==> src/rtl/cmd_sequencer_gen2_if.sv <==
// rtl/cmd_sequencer_gen2_if.sv - command word input, rasterizer handshake and status bundle
interface cmd_sequencer_gen2_if #(
  parameter int COORD_W = 3,
  parameter int PARAM_W = 5,
  parameter int CNT_W   = 8
);
  logic               en;
  logic [1:0]         cmd;
  logic [PARAM_W-1:0] param;
  logic               exec_valid;
  logic               exec_ready;
  logic [1:0]         exec_cmd;
  logic               exec_clear;
  logic [COORD_W-1:0] x1;
  logic [COORD_W-1:0] y1;
  logic [COORD_W-1:0] x2;
  logic [COORD_W-1:0] y2;
  logic [COORD_W-1:0] width;
  logic [COORD_W-1:0] height;
  logic               busy;
  logic               err_valid;
  logic [1:0]         err_code;
  logic [CNT_W-1:0]   cmd_count;

  modport master (
    output en, cmd, param, exec_ready,
    input  exec_valid, exec_cmd, exec_clear, x1, y1, x2, y2, width, height,
    input  busy, err_valid, err_code, cmd_count
  );

  modport slave (
    input  en, cmd, param, exec_ready,
    output exec_valid, exec_cmd, exec_clear, x1, y1, x2, y2, width, height,
    output busy, err_valid, err_code, cmd_count
  );
endinterface

==> src/rtl/cmd_sequencer_gen2.sv <==
// rtl/cmd_sequencer_gen2.sv - decodes {en, cmd, param} words into draw commands for the rasterizer
module cmd_sequencer_gen2 #(
  parameter int COORD_W = 3,
  parameter int PARAM_W = 5,
  parameter int TIMEOUT = 8,
  parameter int CNT_W   = 8
) (
  input logic clk,
  input logic rst,
  cmd_sequencer_gen2_if.slave bus
);
  typedef enum logic [1:0] {IDLE, LOAD, ISSUE} state_t;

  localparam int TO_W = $clog2(TIMEOUT + 2);
  localparam logic [COORD_W-1:0] ALL_ONES = '1;

  state_t             state_q, state_d;
  logic [1:0]         idx_q, idx_d, need_q, need_d, cur_cmd_q, cur_cmd_d;
  logic [1:0]         exec_cmd_q, exec_cmd_d, err_code_q, err_code_d;
  logic [TO_W-1:0]    to_q, to_d;
  logic               exec_valid_q, exec_valid_d, exec_clear_q, exec_clear_d;
  logic               busy_q, busy_d, err_valid_q, err_valid_d;
  logic [COORD_W-1:0] x1_q, x1_d, y1_q, y1_d, x2_q, x2_d, y2_q, y2_d;
  logic [COORD_W-1:0] width_q, width_d, height_q, height_d;
  logic [CNT_W-1:0]   cmd_count_q, cmd_count_d;
  logic               start, handshake;

  always_comb begin
    state_d      = state_q;
    idx_d        = idx_q;
    need_d       = need_q;
    cur_cmd_d    = cur_cmd_q;
    exec_cmd_d   = exec_cmd_q;
    to_d         = to_q;
    exec_valid_d = exec_valid_q;
    exec_clear_d = exec_clear_q;
    x1_d         = x1_q;
    y1_d         = y1_q;
    x2_d         = x2_q;
    y2_d         = y2_q;
    width_d      = width_q;
    height_d     = height_q;
    cmd_count_d  = cmd_count_q;
    err_valid_d  = 1'b0;
    err_code_d   = 2'b00;
    start        = 1'b0;
    handshake    = exec_valid_q && bus.exec_ready;

    unique case (state_q)
      IDLE: start = bus.en && (bus.cmd != 2'b00);
      LOAD: begin
        if (bus.en && bus.cmd == 2'b00) begin
          // idx 1 is always y1; slots 2/3 depend on LINE vs RECT
          unique case (idx_q)
            2'd1:    y1_d = bus.param[COORD_W-1:0];
            2'd2:    if (cur_cmd_q == 2'b10) x2_d = bus.param[COORD_W-1:0];
                     else width_d = bus.param[COORD_W-1:0];
            default: if (cur_cmd_q == 2'b10) y2_d = bus.param[COORD_W-1:0];
                     else height_d = bus.param[COORD_W-1:0];
          endcase
          idx_d = idx_q + 2'd1;
          to_d  = '0;
          if (idx_q == need_q) begin
            state_d    = ISSUE;
            exec_cmd_d = cur_cmd_q;
          end
        end else if (bus.en) begin
          err_valid_d = 1'b1;
          err_code_d  = 2'b01;
          start       = 1'b1;
        end else begin
          to_d = to_q + TO_W'(1);
          if (TIMEOUT != 0 && to_d == TO_W'(TIMEOUT)) begin
            err_valid_d = 1'b1;
            err_code_d  = 2'b10;
            state_d     = IDLE;
            to_d        = '0;
          end
        end
      end
      ISSUE: begin
        if (bus.en) begin
          err_valid_d = 1'b1;
          err_code_d  = 2'b11;
        end
        // first ISSUE cycle arms exec_valid, which is why issue latency is two edges
        exec_valid_d = 1'b1;
        if (handshake) begin
          state_d      = IDLE;
          exec_valid_d = 1'b0;
          exec_cmd_d   = 2'b00;
          cmd_count_d  = cmd_count_q + CNT_W'(1);
        end
      end
      default: state_d = IDLE;
    endcase

    if (start) begin
      exec_clear_d = 1'b0;
      idx_d        = 2'd1;
      to_d         = '0;
      cur_cmd_d    = bus.cmd;
      if (bus.cmd == 2'b01 && (&bus.param)) begin
        x1_d         = ALL_ONES;
        y1_d         = ALL_ONES;
        exec_clear_d = 1'b1;
        exec_cmd_d   = 2'b01;
        state_d      = ISSUE;
      end else begin
        x1_d    = bus.param[COORD_W-1:0];
        need_d  = (bus.cmd == 2'b01) ? 2'd1 : 2'd3;
        state_d = LOAD;
      end
    end

    busy_d = (state_d == ISSUE);
  end

  always_ff @(posedge clk) begin
    if (rst) begin
      state_q      <= IDLE;
      idx_q        <= '0;
      need_q       <= '0;
      cur_cmd_q    <= '0;
      exec_cmd_q   <= '0;
      to_q         <= '0;
      exec_valid_q <= 1'b0;
      exec_clear_q <= 1'b0;
      busy_q       <= 1'b0;
      err_valid_q  <= 1'b0;
      err_code_q   <= '0;
      x1_q         <= '0;
      y1_q         <= '0;
      x2_q         <= '0;
      y2_q         <= '0;
      width_q      <= '0;
      height_q     <= '0;
      cmd_count_q  <= '0;
    end else begin
      state_q      <= state_d;
      idx_q        <= idx_d;
      need_q       <= need_d;
      cur_cmd_q    <= cur_cmd_d;
      exec_cmd_q   <= exec_cmd_d;
      to_q         <= to_d;
      exec_valid_q <= exec_valid_d;
      exec_clear_q <= exec_clear_d;
      busy_q       <= busy_d;
      err_valid_q  <= err_valid_d;
      err_code_q   <= err_code_d;
      x1_q         <= x1_d;
      y1_q         <= y1_d;
      x2_q         <= x2_d;
      y2_q         <= y2_d;
      width_q      <= width_d;
      height_q     <= height_d;
      cmd_count_q  <= cmd_count_d;
    end
  end

  assign bus.exec_valid = exec_valid_q;
  assign bus.exec_cmd   = exec_cmd_q;
  assign bus.exec_clear = exec_clear_q;
  assign bus.x1         = x1_q;
  assign bus.y1         = y1_q;
  assign bus.x2         = x2_q;
  assign bus.y2         = y2_q;
  assign bus.width      = width_q;
  assign bus.height     = height_q;
  assign bus.busy       = busy_q;
  assign bus.err_valid  = err_valid_q;
  assign bus.err_code   = err_code_q;
  assign bus.cmd_count  = cmd_count_q;
endmodule

==> src/flat_wrapper.sv <==
// flat-port wrapper written by rule: the top's interface ports become plain ports
module cmd_sequencer_gen2_flat 
#(
  parameter int COORD_W = 3,
  parameter int PARAM_W = 5,
  parameter int TIMEOUT = 8,
  parameter int CNT_W   = 8
)
  (clk, rst, bus_en, bus_cmd, bus_param, bus_exec_ready, bus_exec_valid, bus_exec_cmd, bus_exec_clear, bus_x1, bus_y1, bus_x2, bus_y2, bus_width, bus_height, bus_busy, bus_err_valid, bus_err_code, bus_cmd_count);
  cmd_sequencer_gen2_if #(.COORD_W(COORD_W), .PARAM_W(PARAM_W), .CNT_W(CNT_W)) bus_i ();
  input logic clk;
  input logic rst;
  input wire logic [$bits(bus_i.en)-1:0] bus_en;
  input wire logic [$bits(bus_i.cmd)-1:0] bus_cmd;
  input wire logic [$bits(bus_i.param)-1:0] bus_param;
  input wire logic [$bits(bus_i.exec_ready)-1:0] bus_exec_ready;
  output wire logic [$bits(bus_i.exec_valid)-1:0] bus_exec_valid;
  output wire logic [$bits(bus_i.exec_cmd)-1:0] bus_exec_cmd;
  output wire logic [$bits(bus_i.exec_clear)-1:0] bus_exec_clear;
  output wire logic [$bits(bus_i.x1)-1:0] bus_x1;
  output wire logic [$bits(bus_i.y1)-1:0] bus_y1;
  output wire logic [$bits(bus_i.x2)-1:0] bus_x2;
  output wire logic [$bits(bus_i.y2)-1:0] bus_y2;
  output wire logic [$bits(bus_i.width)-1:0] bus_width;
  output wire logic [$bits(bus_i.height)-1:0] bus_height;
  output wire logic [$bits(bus_i.busy)-1:0] bus_busy;
  output wire logic [$bits(bus_i.err_valid)-1:0] bus_err_valid;
  output wire logic [$bits(bus_i.err_code)-1:0] bus_err_code;
  output wire logic [$bits(bus_i.cmd_count)-1:0] bus_cmd_count;
  assign bus_i.en = bus_en;
  assign bus_i.cmd = bus_cmd;
  assign bus_i.param = bus_param;
  assign bus_i.exec_ready = bus_exec_ready;
  assign bus_exec_valid = bus_i.exec_valid;
  assign bus_exec_cmd = bus_i.exec_cmd;
  assign bus_exec_clear = bus_i.exec_clear;
  assign bus_x1 = bus_i.x1;
  assign bus_y1 = bus_i.y1;
  assign bus_x2 = bus_i.x2;
  assign bus_y2 = bus_i.y2;
  assign bus_width = bus_i.width;
  assign bus_height = bus_i.height;
  assign bus_busy = bus_i.busy;
  assign bus_err_valid = bus_i.err_valid;
  assign bus_err_code = bus_i.err_code;
  assign bus_cmd_count = bus_i.cmd_count;
  cmd_sequencer_gen2 #(.COORD_W(COORD_W), .PARAM_W(PARAM_W), .TIMEOUT(TIMEOUT), .CNT_W(CNT_W)) u_core (.clk(clk), .rst(rst), .bus(bus_i));
endmodule
==> config.mk <==
export PLATFORM = sky130hd
export DESIGN_NAME = cmd_sequencer_gen2_flat
export DESIGN_NICKNAME = d
export VERILOG_FILES = /design/src/rtl/cmd_sequencer_gen2_if.sv /design/src/rtl/cmd_sequencer_gen2.sv /design/src/flat_wrapper.sv
export SDC_FILE = /design/constraint.sdc
export NUM_CORES = 1
export LEC_CHECK = 0
export CORE_MARGIN = 3
export CORE_UTILIZATION = 57
export DETAILED_ROUTE_END_ITERATION = 12
export DONT_BUFFER_PORTS = 1
export PLACE_DENSITY = 0.76
export SLEW_MARGIN = 20
export SYNTH_ARGS = -nofsm -noshare
export SYNTH_HDL_FRONTEND = slang
export SYNTH_SLANG_ARGS = --single-unit
==> constraint.sdc <==
create_clock -name clk -period 4.75 [get_ports clk]
set_clock_uncertainty 0.2 [all_clocks]
set_input_delay 0.475 -clock clk [delete_from_list [all_inputs] [get_ports clk]]
set_output_delay 0.475 -clock clk [all_outputs]
set_load 0.01 [all_outputs]
==> impl_metrics.csv, run 1 <==
group,metric,value,unit
sta,timing_worst_slew_pin_value,0.3207,ns
routing,drcViolationCount,0,
sta,slew_headroom,78.38,%
routing,detail_route.wirelength,4083,um
critical_path,r2r_slack,2.65,ns
critical_path,regToRegStartpoint,"u_core.state_q[1]",
flow_run,max_cap_violations,0,
sta,rsz0062_at_grt,"no",
routing,ant_nets,0,
critical_path,cp-start-kind,"flip-flop",
worst_hold_path,worst_hold_path_type,"in2reg",
sta,setup_tns,0,ns
clocking,htree_levels,2,
critical_path,critPathLaunch,"u_core.state_q[1]",
outcome,status,"finished, final reports clean",
worst_hold_path,min_from,"rst",
placement,io_buffer_count,0,
final_layout,final_nets,265,
synthesis,yosysUniqueCellTypes,47,
synthesis,syn-instance-count,248,
routing,drt_first_pass_iters,4,
clocking,clock_tree_root_driver_cell,"clkbuf_8",
floorplanning,initial_utilization,61.18,%
synthesis,dominantRegCellSynth,"dfxtp_1",
floorplanning,chip_width,66.78,um
power_and_ir_drop,vdd_drop_max,0.1758,mV
critical_path,timing.critical_path.required,4.74,ns
placement,gp_congestion,0.7886,
floorplanning,core_region_area,0.003442,mm2
floorplanning,fp.dieH,66.78,um
final_layout,insertedDiodeCount,0,
floorplanning,die_footprint,0.004460,mm2
global_routing,grt_start_max_net_pins,40,
final_layout,finalNonFillerCells,292,
synthesis,syn-num-nets,268,
critical_path,worstPathArrival,2.09,ns
routing,vias,1626,
synthesis,post_synth_instance_area,0.002106,mm2
critical_path,worstSetupEndpointType,"flip-flop",
synthesis,synth_enable_flop_cells,0,
synthesis,synth.yosys.warnings,0,
synthesis,synth-async-reset-ratio,0,%
clocking,cts_resized,0,
routing,wl_per_cell,13.98,um
global_routing,grt_pass1_vias,1490,
synthesis,ys_seq_area_share,43.73,%
clocking,numCtsBuffers,5,
clocking,cts_hold_repair.buffers,0,
global_routing,grt_use_total,20.18,%
power_and_ir_drop,power_density,313.7,mW/mm2
placement,place_hpwl,2995,um
critical_path,criticalPathCategory,"reg2reg",
clocking,insertion_delay,0.30,ns
global_routing,grt.met2_usage,28.09,%
floorplanning,design.portCount,45,
clocking,cts.clk_slew.worst_paths,0.09,ns
sta,final_hold_viol_count,0,
clocking,cts.sinks,46,
sta,max_clock_freq,476.3,MHz
critical_path,worst-path-max-fanout,9,
placement,count_of_placed_standard_cells_including_taps,284,
sta,number_of_setup_violations_in_the_final_report,0,
global_routing,gr-usage-met3,5.565,%
global_routing,antenna_found_initial,0,
floorplanning,row_count,21,
clocking,tritoncts,"done",
final_layout,final_layout_size_suffix_gt1_share,8.130,%
routing,via_cell_ratio,5.568,
global_routing,grt_first_pass_wirelength,6817,um
critical_path,timing.rr.end,"u_core.bus.height[0]",
sta,final_max_slew_viols,0,
global_routing,grt.met1_usage,28.27,%
clocking,cts_setup_buffers,0,
synthesis,postSynthRegisterBits,46,
critical_path,timing.reg2reg.worst_path_depth,7,
sta,final_period_util,44.20,%
synthesis,avgSynthCellArea,8.491,um2
global_routing,globalRoute.busiestLayer,"met1",
worst_hold_path,worst_hold_path.endpoint,"u_core.bus.exec_cmd[0]",
clocking,cts-root-to-sink-buffers,2,
routing,drtIter0Drc,139,
final_layout,synthToLayoutAreaGrowth,5.050,%
global_routing,globalRouteOverflowTotal,0,
power_and_ir_drop,total_leakage_power,0.7784,nW
sta,final.min_clock_period,2.099,ns
worst_hold_path,whs_path_depth,1,
placed cells by master (no fill, tap or decap), types with 5 or more instances in the layout:
cell type,count
xnor2_1,5
nand2b_1,5
inv_1,10
clkbuf_8,6
nand2_1,37
a21oi_1,27
dfxtp_1,46
nand3_1,17
nor2_1,23
mux2i_1,5
xor2_1,5
ha_1,9
worst max path at each step:
stage,endpoint
2_1_floorplan,u_core.bus.height[0]
3_3_place_gp,u_core.bus.width[0]
3_5_place_dp,u_core.bus.width[0]
4_1_cts,u_core.bus.height[0]
5_1_grt,u_core.bus.width[0]
6_report,u_core.bus.height[0]
logic make-up after synthesis:
| group | synth area share, % |
|---|---|
| multiplexers | 2.912 |
| buffers and inverters | 3.981 |
| AO/OA/AOI/OAI | 15.63 |
| XOR/XNOR | 4.159 |
| flip-flops | 43.73 |
| AND/OR/NAND/NOR | 24.24 |
| adder cells (fa/ha/maj) | 5.348 |
per-layer routing:
metal  routed length, um  vias up
met5                   0        -
met4                  91        0
met3                 273       10
met2                1721       35
met1                1996      736
li1                    -      845
worst max-delay path, stage by stage, from the launching register on:
cell and delay, ns:
dfxtp_1 0.33, inv_1 0.11, ha_1 0.37, and4bb_2 0.36
a21boi_2 0.33, nand2_1 0.14, nand2_1 0.09, a21oi_1 0.06
cells in the mapped netlist, types with 2 or more instances:
| master | count | share of area, % |
|---|---|---|
| xor2_1 | 5 | 2.1 |
| nor2_2 | 3 | 0.89 |
| nor3_1 | 3 | 0.71 |
| nand2b_1 | 5 | 1.5 |
| nand4_1 | 3 | 0.89 |
| nand3_1 | 17 | 4.0 |
| or2_1 | 3 | 0.89 |
| and3_1 | 3 | 0.89 |
| nor2_1 | 23 | 4.1 |
| clkbuf_1 | 4 | 0.71 |
| dfxtp_1 | 46 | 44 |
| o21ai_0 | 3 | 0.71 |
| inv_1 | 10 | 1.8 |
| o21ai_1 | 3 | 0.71 |
| a21oi_1 | 27 | 6.4 |
| buf_2 | 4 | 0.95 |
| a22oi_1 | 3 | 1.1 |
| nand2_1 | 37 | 6.6 |
| xnor2_1 | 5 | 2.1 |
| ha_1 | 9 | 5.3 |
| mux2i_1 | 5 | 2.4 |
| a211oi_1 | 2 | 0.71 |
layout make-up:
cell class / count / area [um2]
well taps: 46 / 57.56
fillers: 307 / 1230
flip-flops and latches: 46 / 920.9
clock inverters: 2 / 12.51
inverters: 10 / 37.54
clock buffers: 6 / 82.58
multi-input cells: 182 / 1101
where the power goes:
part	switching, mW	leakage, nW	internal [mW]
Combinational	0.0292	0.359	0.0200
Sequential	0.00797	0.372	0.393
Clock	0.127	0.0472	0.117
Total	0.164	0.778	0.530
through the flow:
stage          instance area (um2)  hold slack (ns)  util [%]  power [mW]  setup WS [ns]
3_3_place_gp                  2117           0.2704     61.50      0.4584          2.696
6_report                      2212          0.03529     64.27      0.6939          2.651
3_5_place_dp                  2117           0.2707     61.50      0.4589          2.687
4_1_cts                       2212          0.03016     64.27      0.7026          2.658
5_1_grt                       2212          0.02623     64.27      0.7265          2.462
2_1_floorplan                 2106           0.2452         -      0.4545          2.887
sequential cells by signal, indices dropped and copies added (netlist names):
name / flops
u_core.bus.busy: 1
u_core.bus.cmd_count: 8
u_core.bus.err_code: 2
u_core.bus.err_valid: 1
u_core.bus.exec_clear: 1
u_core.bus.exec_cmd: 2
u_core.bus.exec_valid: 1
u_core.bus.height: 3
u_core.bus.width: 3
u_core.bus.x1: 3
u_core.bus.x2: 3
u_core.bus.y1: 3
u_core.bus.y2: 3
u_core.cur_cmd_q: 2
u_core.idx_q: 2
u_core.need_q: 2
u_core.state_q: 2
u_core.to_q: 4
(Power assumes the default switching activity.)
==> run 2, diff against run 1 <==
--- a/config.mk
+++ b/config.mk
@@ -6,10 +6,10 @@
 export NUM_CORES = 1
 export LEC_CHECK = 0
 export CORE_MARGIN = 3
-export CORE_UTILIZATION = 57
+export CORE_UTILIZATION = 56
 export DETAILED_ROUTE_END_ITERATION = 12
 export DONT_BUFFER_PORTS = 1
-export PLACE_DENSITY = 0.76
+export PLACE_DENSITY = 0.78
 export SLEW_MARGIN = 20
 export SYNTH_ARGS = -nofsm -noshare
 export SYNTH_HDL_FRONTEND = slang
==> constraint.sdc (replaced) <==
create_clock -name clk -period 1.7 [get_ports clk]
set_clock_uncertainty 0.2 [all_clocks]
set_input_delay 0.17 -clock clk [delete_from_list [all_inputs] [get_ports clk]]
set_output_delay 0.17 -clock clk [all_outputs]
set_load 0.01 [all_outputs]
==> run 2 against run 1 <==
  * The flow now finishes with violations (setup timing)
  * Combinational power grew to 5.1 times the previous value
  * Core utilization rose by 15 points
  * Global-route usage increased by 4.1 points
  * Hold slack worse by 0.022 ns
  * Die area grew 1.6%
  * Critical path depth stayed put
  * Sequential cell count unchanged
  * Non-clock buffer count rose by 39
  * Clock-buffer cell count unchanged
==> impl_metrics.csv, run 2 (synthesis gave the netlist of run 1 again) <==
group,metric,value,unit
outcome,status,"finished with violations",
outcome,failing_checks,"setup timing",
routing,via_cell_ratio,5.788,
floorplanning,design.portCount,45,
sta,number_of_setup_violations_in_the_final_report,12,
routing,drcViolationCount,0,
power_and_ir_drop,power_density,796.5,mW/mm2
clocking,insertion_delay,0.30,ns
sta,final_hold_viol_count,0,
critical_path,criticalPathCategory,"reg2reg",
worst_hold_path,worst_hold_path.endpoint,"u_core.to_q[2]",
critical_path,cp-start-kind,"flip-flop",
clocking,cts.clk_slew.worst_paths,0.08,ns
global_routing,grt_first_pass_wirelength,8204,um
final_layout,final_nets,304,
power_and_ir_drop,total_leakage_power,1.024,nW
global_routing,grt_start_max_net_pins,39,
final_layout,final_layout_size_suffix_gt1_share,29.58,%
final_layout,largest_register_ffs,8,
final_layout,mostFrequentLayoutCell,"dfxtp_1",
critical_path,bufs_and_invs_on_worst_path,1,
sta,slew_headroom,75.14,%
floorplanning,initial_utilization,60.71,%
global_routing,globalRouteOverflowTotal,0,
worst_hold_path,worst_hold_path_type,"in2reg",
routing,ant_nets,0,
power_and_ir_drop,switchingPower,518.9,uW
routing,detail_route.wirelength,5501,um
worst_hold_path,min_from,"bus_en",
sta,holdWs,0.01377,ns
placement,count_of_placed_standard_cells_including_taps,303,
sta,max_clock_freq,552.2,MHz
flow_run,max_cap_violations,0,
floorplanning,chip_width,67.32,um
sta,final.min_clock_period,1.811,ns
final_layout,mostFrequentLayoutCells,"dfxtp_1 (41), nand2_1 (28), buf_4 (27), a21oi_1 (25), nor2_1 (22)",
critical_path,timing.critical_path.required,1.74,ns
critical_path,timing.critical_path.cells,"ha_4 > nand2b_4 > buf_6 > a211oi_4 > nor2_2 > a311oi_2 > a21boi_2",
critical_path,timing.reg2reg.worst_path_depth,7,
critical_path,timing.rr.end,"u_core.bus.busy",
sta,rsz0062_at_grt,"yes",
power_and_ir_drop,cell_internal_pwr,1.682,mW
final_layout,layout.core_utilization,79.65,%
power_and_ir_drop,vdd_drop_max,0.7209,mV
clocking,clock_tree_root_driver_cell,"clkbuf_8",
critical_path,path_delay_family,"compound AO/OA/AOI/OAI gates",
floorplanning,die_footprint,0.004532,mm2
sta,final_max_slew_viols,0,
floorplanning,core_region_area,0.003468,mm2
final_layout,design_area,0.002763,mm2
sta,final_period_util,106.5,%
critical_path,worstSetupEndpointType,"flip-flop",
clocking,tritoncts,"done",
global_routing,grt_use_total,24.26,%
final_layout,synthToLayoutAreaGrowth,31.19,%
power_and_ir_drop,comb_power_share,11.5,%
critical_path,timing.critical_path.slowest_stage_cell,"dfxtp_4",
sta,timing_worst_slew_pin_value,0.3729,ns
clocking,htree_levels,2,
global_routing,antenna_found_initial,0,
critical_path,worst-path-max-fanout,4,
sta,setup_tns,-0.6539,ns
routing,drt_first_pass_iters,5,
routing,drtIter0Drc,128,
placement,gp_congestion,0.7642,
critical_path,max_stage_delay,0.39,ns
placement,post_dp_cell_area,0.002306,mm2
worst_hold_path,whs_path_depth,4,
floorplanning,row_count,21,
placement,io_buffer_count,0,
critical_path,regToRegStartpoint,"u_core.to_q[1]",
floorplanning,fp.dieH,67.32,um
clocking,cts.sinks,46,
power_and_ir_drop,seqPwrFrac,50.7,%
routing,wl_per_cell,16.67,um
final_layout,insertedDiodeCount,0,
clocking,numCtsBuffers,5,
power_and_ir_drop,swShare,23.58,%
sta,final_critical_path_setup_slack,-0.1109,ns
critical_path,worstPathArrival,1.86,ns
placement,place_hpwl,3422,um
critical_path,r2r_slack,-0.11,ns
final_layout,finalNonFillerCells,330,
global_routing,grt_pass1_vias,1737,
power_and_ir_drop,p_clk_share,37.8,%
clocking,cts-root-to-sink-buffers,2,
routing,vias,1910,
==> run 2: area by class of cell <==
class	count	area [um2]
clock buffers	6	82.58
clock inverters	1	30.03
fillers	222	705.7
inverters	10	42.54
multi-input cells	182	1276
flip-flops and latches	46	937.1
well taps	46	57.56
repair buffers	39	336.6
==> run 2: routing by layer <==
layer  global-route usage [%]  part of all wire (%)  wire (um)
met5                        0                     0          0
met4                    11.65                   2.3        128
met3                    7.488                   6.8        375
met2                    37.79                    50       2765
met1                    30.41                    41       2231
==> run 2: worst min-delay path, stage by stage <==
cell      delay, ns
o21ai_2        0.08
o211ai_1       0.10
a21oi_1        0.07
nor2_1         0.07
==> run 2: power by group through the flow <==
stage / combinational, mW / clock (mW) / sequential (mW)
global placement: 0.170 / 0 / 1.14
CTS: 0.224 / 0.831 / 1.12
global route: 0.273 / 0.895 / 1.12
floorplan: 0.138 / 0 / 1.14
finish: 0.253 / 0.831 / 1.12
detailed placement: 0.175 / 0 / 1.14
==> run 2: how the worst max path moves through the flow <==
stage                                  from              endpoint  slack (ns)  cells after the start
after CTS                 u_core.state_q[0]       u_core.bus.busy       -0.03                      7
final                        u_core.to_q[1]       u_core.bus.busy       -0.11                      7
after floorplan           u_core.state_q[1]  u_core.bus.height[0]       -0.02                      8
after global placement    u_core.state_q[0]       u_core.bus.busy       -0.06                      7
after detailed placement  u_core.state_q[0]       u_core.bus.busy       -0.12                      7
after global routing         u_core.to_q[1]       u_core.bus.busy       -0.17                      6
==> run 2: through the flow <==
| stage | total power, mW | setup WS [ns] |
|---|---|---|
| floorplan | 1.281 | -0.02427 |
| global placement | 1.314 | -0.06453 |
| detailed placement | 1.319 | -0.1181 |
| finish | 2.200 | -0.1109 |
| global route | 2.288 | -0.1671 |
| CTS | 2.172 | -0.03004 |
==> run 2: timing repair <==
item / in CTS / in global routing
pin swaps: 5 / 13
endpoints found under the hold margin: 42 / 6
setup buffers: 2 / 9
resized for setup: 10 / 28
cloned: 0 / 0
hold buffers: 8 / 1
setup endpoints to repair: 6 / 25
==> run 3, diff against run 2 <==
--- a/config.mk
+++ b/config.mk
@@ -5,6 +5,7 @@
 export SDC_FILE = /design/constraint.sdc
 export NUM_CORES = 1
 export LEC_CHECK = 0
+export CORE_ASPECT_RATIO = 0.8
 export CORE_MARGIN = 3
 export CORE_UTILIZATION = 56
 export DETAILED_ROUTE_END_ITERATION = 12
==> run 3 against run 2 <==
  * The run still ends with setup timing left
  * Core utilization decreased by 3.0 points
  * Clock power decreased by 0.5%
  * Combinational power decreased by 4%
  * Non-clock buffer count decreased by 3
  * Fmax increased by 3.5%
  * Sequential share of layout area increased by 0.65 points
  * Critical path type unchanged
==> impl_metrics.csv, run 3 (synthesis gave the netlist of run 1 again) <==
group,metric,value,unit
floorplanning,row_count,19,
critical_path,path_delay_family,"simple AND/OR/NAND/NOR gates",
global_routing,grt_pass1_vias,1836,
floorplanning,fp.dieH,60.85,um
outcome,failing_checks,"setup timing",
sta,max_clock_freq,571.8,MHz
global_routing,grt_first_pass_wirelength,8197,um
power_and_ir_drop,power_density,811.5,mW/mm2
sta,final.min_clock_period,1.749,ns
floorplanning,core_region_area,0.003518,mm2
worst_hold_path,worst_hold_path_type,"in2reg",
routing,met2_wirelength_from_detailed_routing,2443,um
clocking,tritoncts,"done",
critical_path,timing.critical_path.slowest_stage_cell,"dfxtp_2",
critical_path,worst-path-max-fanout,8,
routing,drt_first_pass_iters,5,
clocking,cts.clk_slew.worst_paths,0.08,ns
sta,holdWs,0.04173,ns
power_and_ir_drop,comb_power_share,11.1,%
final_layout,final_layout_size_suffix_gt1_share,27.76,%
routing,met3_wirelength,488,um
final_layout,synthToLayoutAreaGrowth,28.05,%
critical_path,max_stage_delay,0.33,ns
floorplanning,chip_width,74.56,um
routing,detail_route.wirelength,5277,um
final_layout,mostFrequentLayoutCell,"dfxtp_1",
global_routing,globalRouteOverflowTotal,0,
routing,route.top_layer_used,"met4",
sta,final_hold_viol_count,0,
sta,final_critical_path_setup_slack,-0.04892,ns
global_routing,grt_start_max_net_pins,40,
critical_path,worstSetupEndpointType,"flip-flop",
routing,routedLengthMet1,2268,um
clocking,numCtsBuffers,5,
routing,ant_nets,0,
routing,via_cell_ratio,5.913,
power_and_ir_drop,p_clk_share,37.8,%
power_and_ir_drop,switchingPower,512.2,uW
critical_path,timing.critical_path.cells,"inv_2 > ha_4 > and4bb_2 > a21boi_4 > nand2_2 > nand2_1 > a21oi_1",
sta,final_period_util,102.9,%
sta,slew_headroom,77.90,%
placement,io_buffer_count,0,
global_routing,grt_use_total,23.97,%
final_layout,mostFrequentLayoutCells,"dfxtp_1 (41), nand2_1 (29), buf_4 (26), a21oi_1 (25), nor2_1 (23)",
clocking,cts.sinks,46,
placement,gp_congestion,0.8690,
final_layout,insertedDiodeCount,0,
floorplanning,initial_utilization,59.85,%
outcome,status,"finished with violations",
power_and_ir_drop,swShare,23.41,%
power_and_ir_drop,vdd_drop_max,0.5675,mV
placement,place_hpwl,3445,um
critical_path,bufs_and_invs_on_worst_path,1,
power_and_ir_drop,cell_internal_pwr,1.676,mW
final_layout,largest_register_ffs,8,
sta,setup_tns,-0.2972,ns
critical_path,cp-start-kind,"flip-flop",
sta,final_max_slew_viols,0,
routing,vias,1910,
global_routing,antenna_found_initial,0,
routing,drtIter0Drc,121,
critical_path,worstPathArrival,1.74,ns
clocking,cts-root-to-sink-buffers,2,
clocking,clock_tree_root_driver_cell,"clkbuf_8",
routing,drcViolationCount,0,
sta,timing_worst_slew_pin_value,0.3314,ns
clocking,htree_levels,2,
final_layout,final_nets,301,
power_and_ir_drop,seqPwrFrac,51.1,%
routing,wl_per_cell,16.34,um
critical_path,timing.critical_path.required,1.69,ns
clocking,insertion_delay,0.30,ns
sta,rsz0062_at_grt,"yes",
power_and_ir_drop,total_leakage_power,0.9839,nW
critical_path,criticalPathCategory,"reg2reg",
floorplanning,design.portCount,45,
floorplanning,die_footprint,0.004537,mm2
sta,number_of_setup_violations_in_the_final_report,7,
flow_run,max_cap_violations,0,
[run 3: changes by cell type in the layout (fill, tap and decap cells not counted), moves of 2 or more]
cell / before / now
dfxtp_2: 1 / 3
dfxtp_4: 4 / 2
inv_2: 0 / 2
inv_4: 2 / 0
nand2_4: 2 / 0
[run 3: final timing paths]
kind                             from                      to  slack, ns  depth (start not counted)
setup / recovery    u_core.state_q[1]    u_core.bus.height[1]      -0.05                          7
setup reg to reg    u_core.state_q[1]    u_core.bus.height[1]      -0.05                          7
hold / removal             bus_cmd[1]  u_core.bus.err_code[0]       0.04                          4
hold reg to reg   u_core.cur_cmd_q[0]     u_core.cur_cmd_q[0]       0.30                          2
[run 3: power by group through the flow]
stage,Clock (mW),Sequential [mW],Combinational (mW)
3_5_place_dp,0,1.15,0.175
4_1_cts,0.832,1.12,0.229
5_1_grt,0.872,1.12,0.261
2_1_floorplan,0,1.14,0.138
6_report,0.827,1.12,0.242
3_3_place_gp,0,1.15,0.171
[run 3: per-layer routing]
layer	up-vias	track usage (%)
met5	-	0
met4	0	9.391
met3	7	7.285
met2	85	39.30
met1	900	29.77
li1	918	-
[run 3: through the flow]
stage | setup slack, ns | utilization [%] | cell area [um2] | total power [mW] | cells
global route | -0.1333 | 76.64 | 2696 | 2.255 | 323
floorplan | -0.02427 | - | 2167 | 1.281 | 248
finish | -0.04892 | 76.64 | 2696 | 2.188 | 323
detailed placement | -0.08806 | 65.61 | 2308 | 1.321 | 300
global placement | -0.04936 | 65.61 | 2308 | 1.317 | 300
CTS | -0.01984 | 74.22 | 2611 | 2.179 | 321
[run 3: timing repair]
item	4_1_cts	5_1_grt
pin swaps	7	11
resized for setup	14	13
buffers inserted	6	2
endpoints found under the hold margin	44	0
endpoints found under the setup margin	8	23
hold buffers	8	0
[run 3: area by class of cell]
class | count | area, um2
Fill cell | 221 | 822.0
Multi-Input combinational cell | 182 | 1254
Clock buffer | 6 | 82.58
Clock inverter | 1 | 30.03
Inverter | 10 | 37.54
Timing Repair Buffer | 36 | 307.8
Sequential cell | 46 | 932.1
Tap cell | 42 | 52.55
[run 3: worst register-to-register path, cell delays in order, from the launching register on]
cell	delay [ns]
dfxtp_2	0.33
inv_2	0.08
ha_4	0.17
and4bb_2	0.30
a21boi_4	0.31
nand2_2	0.11
nand2_1	0.08
a21oi_1	0.05
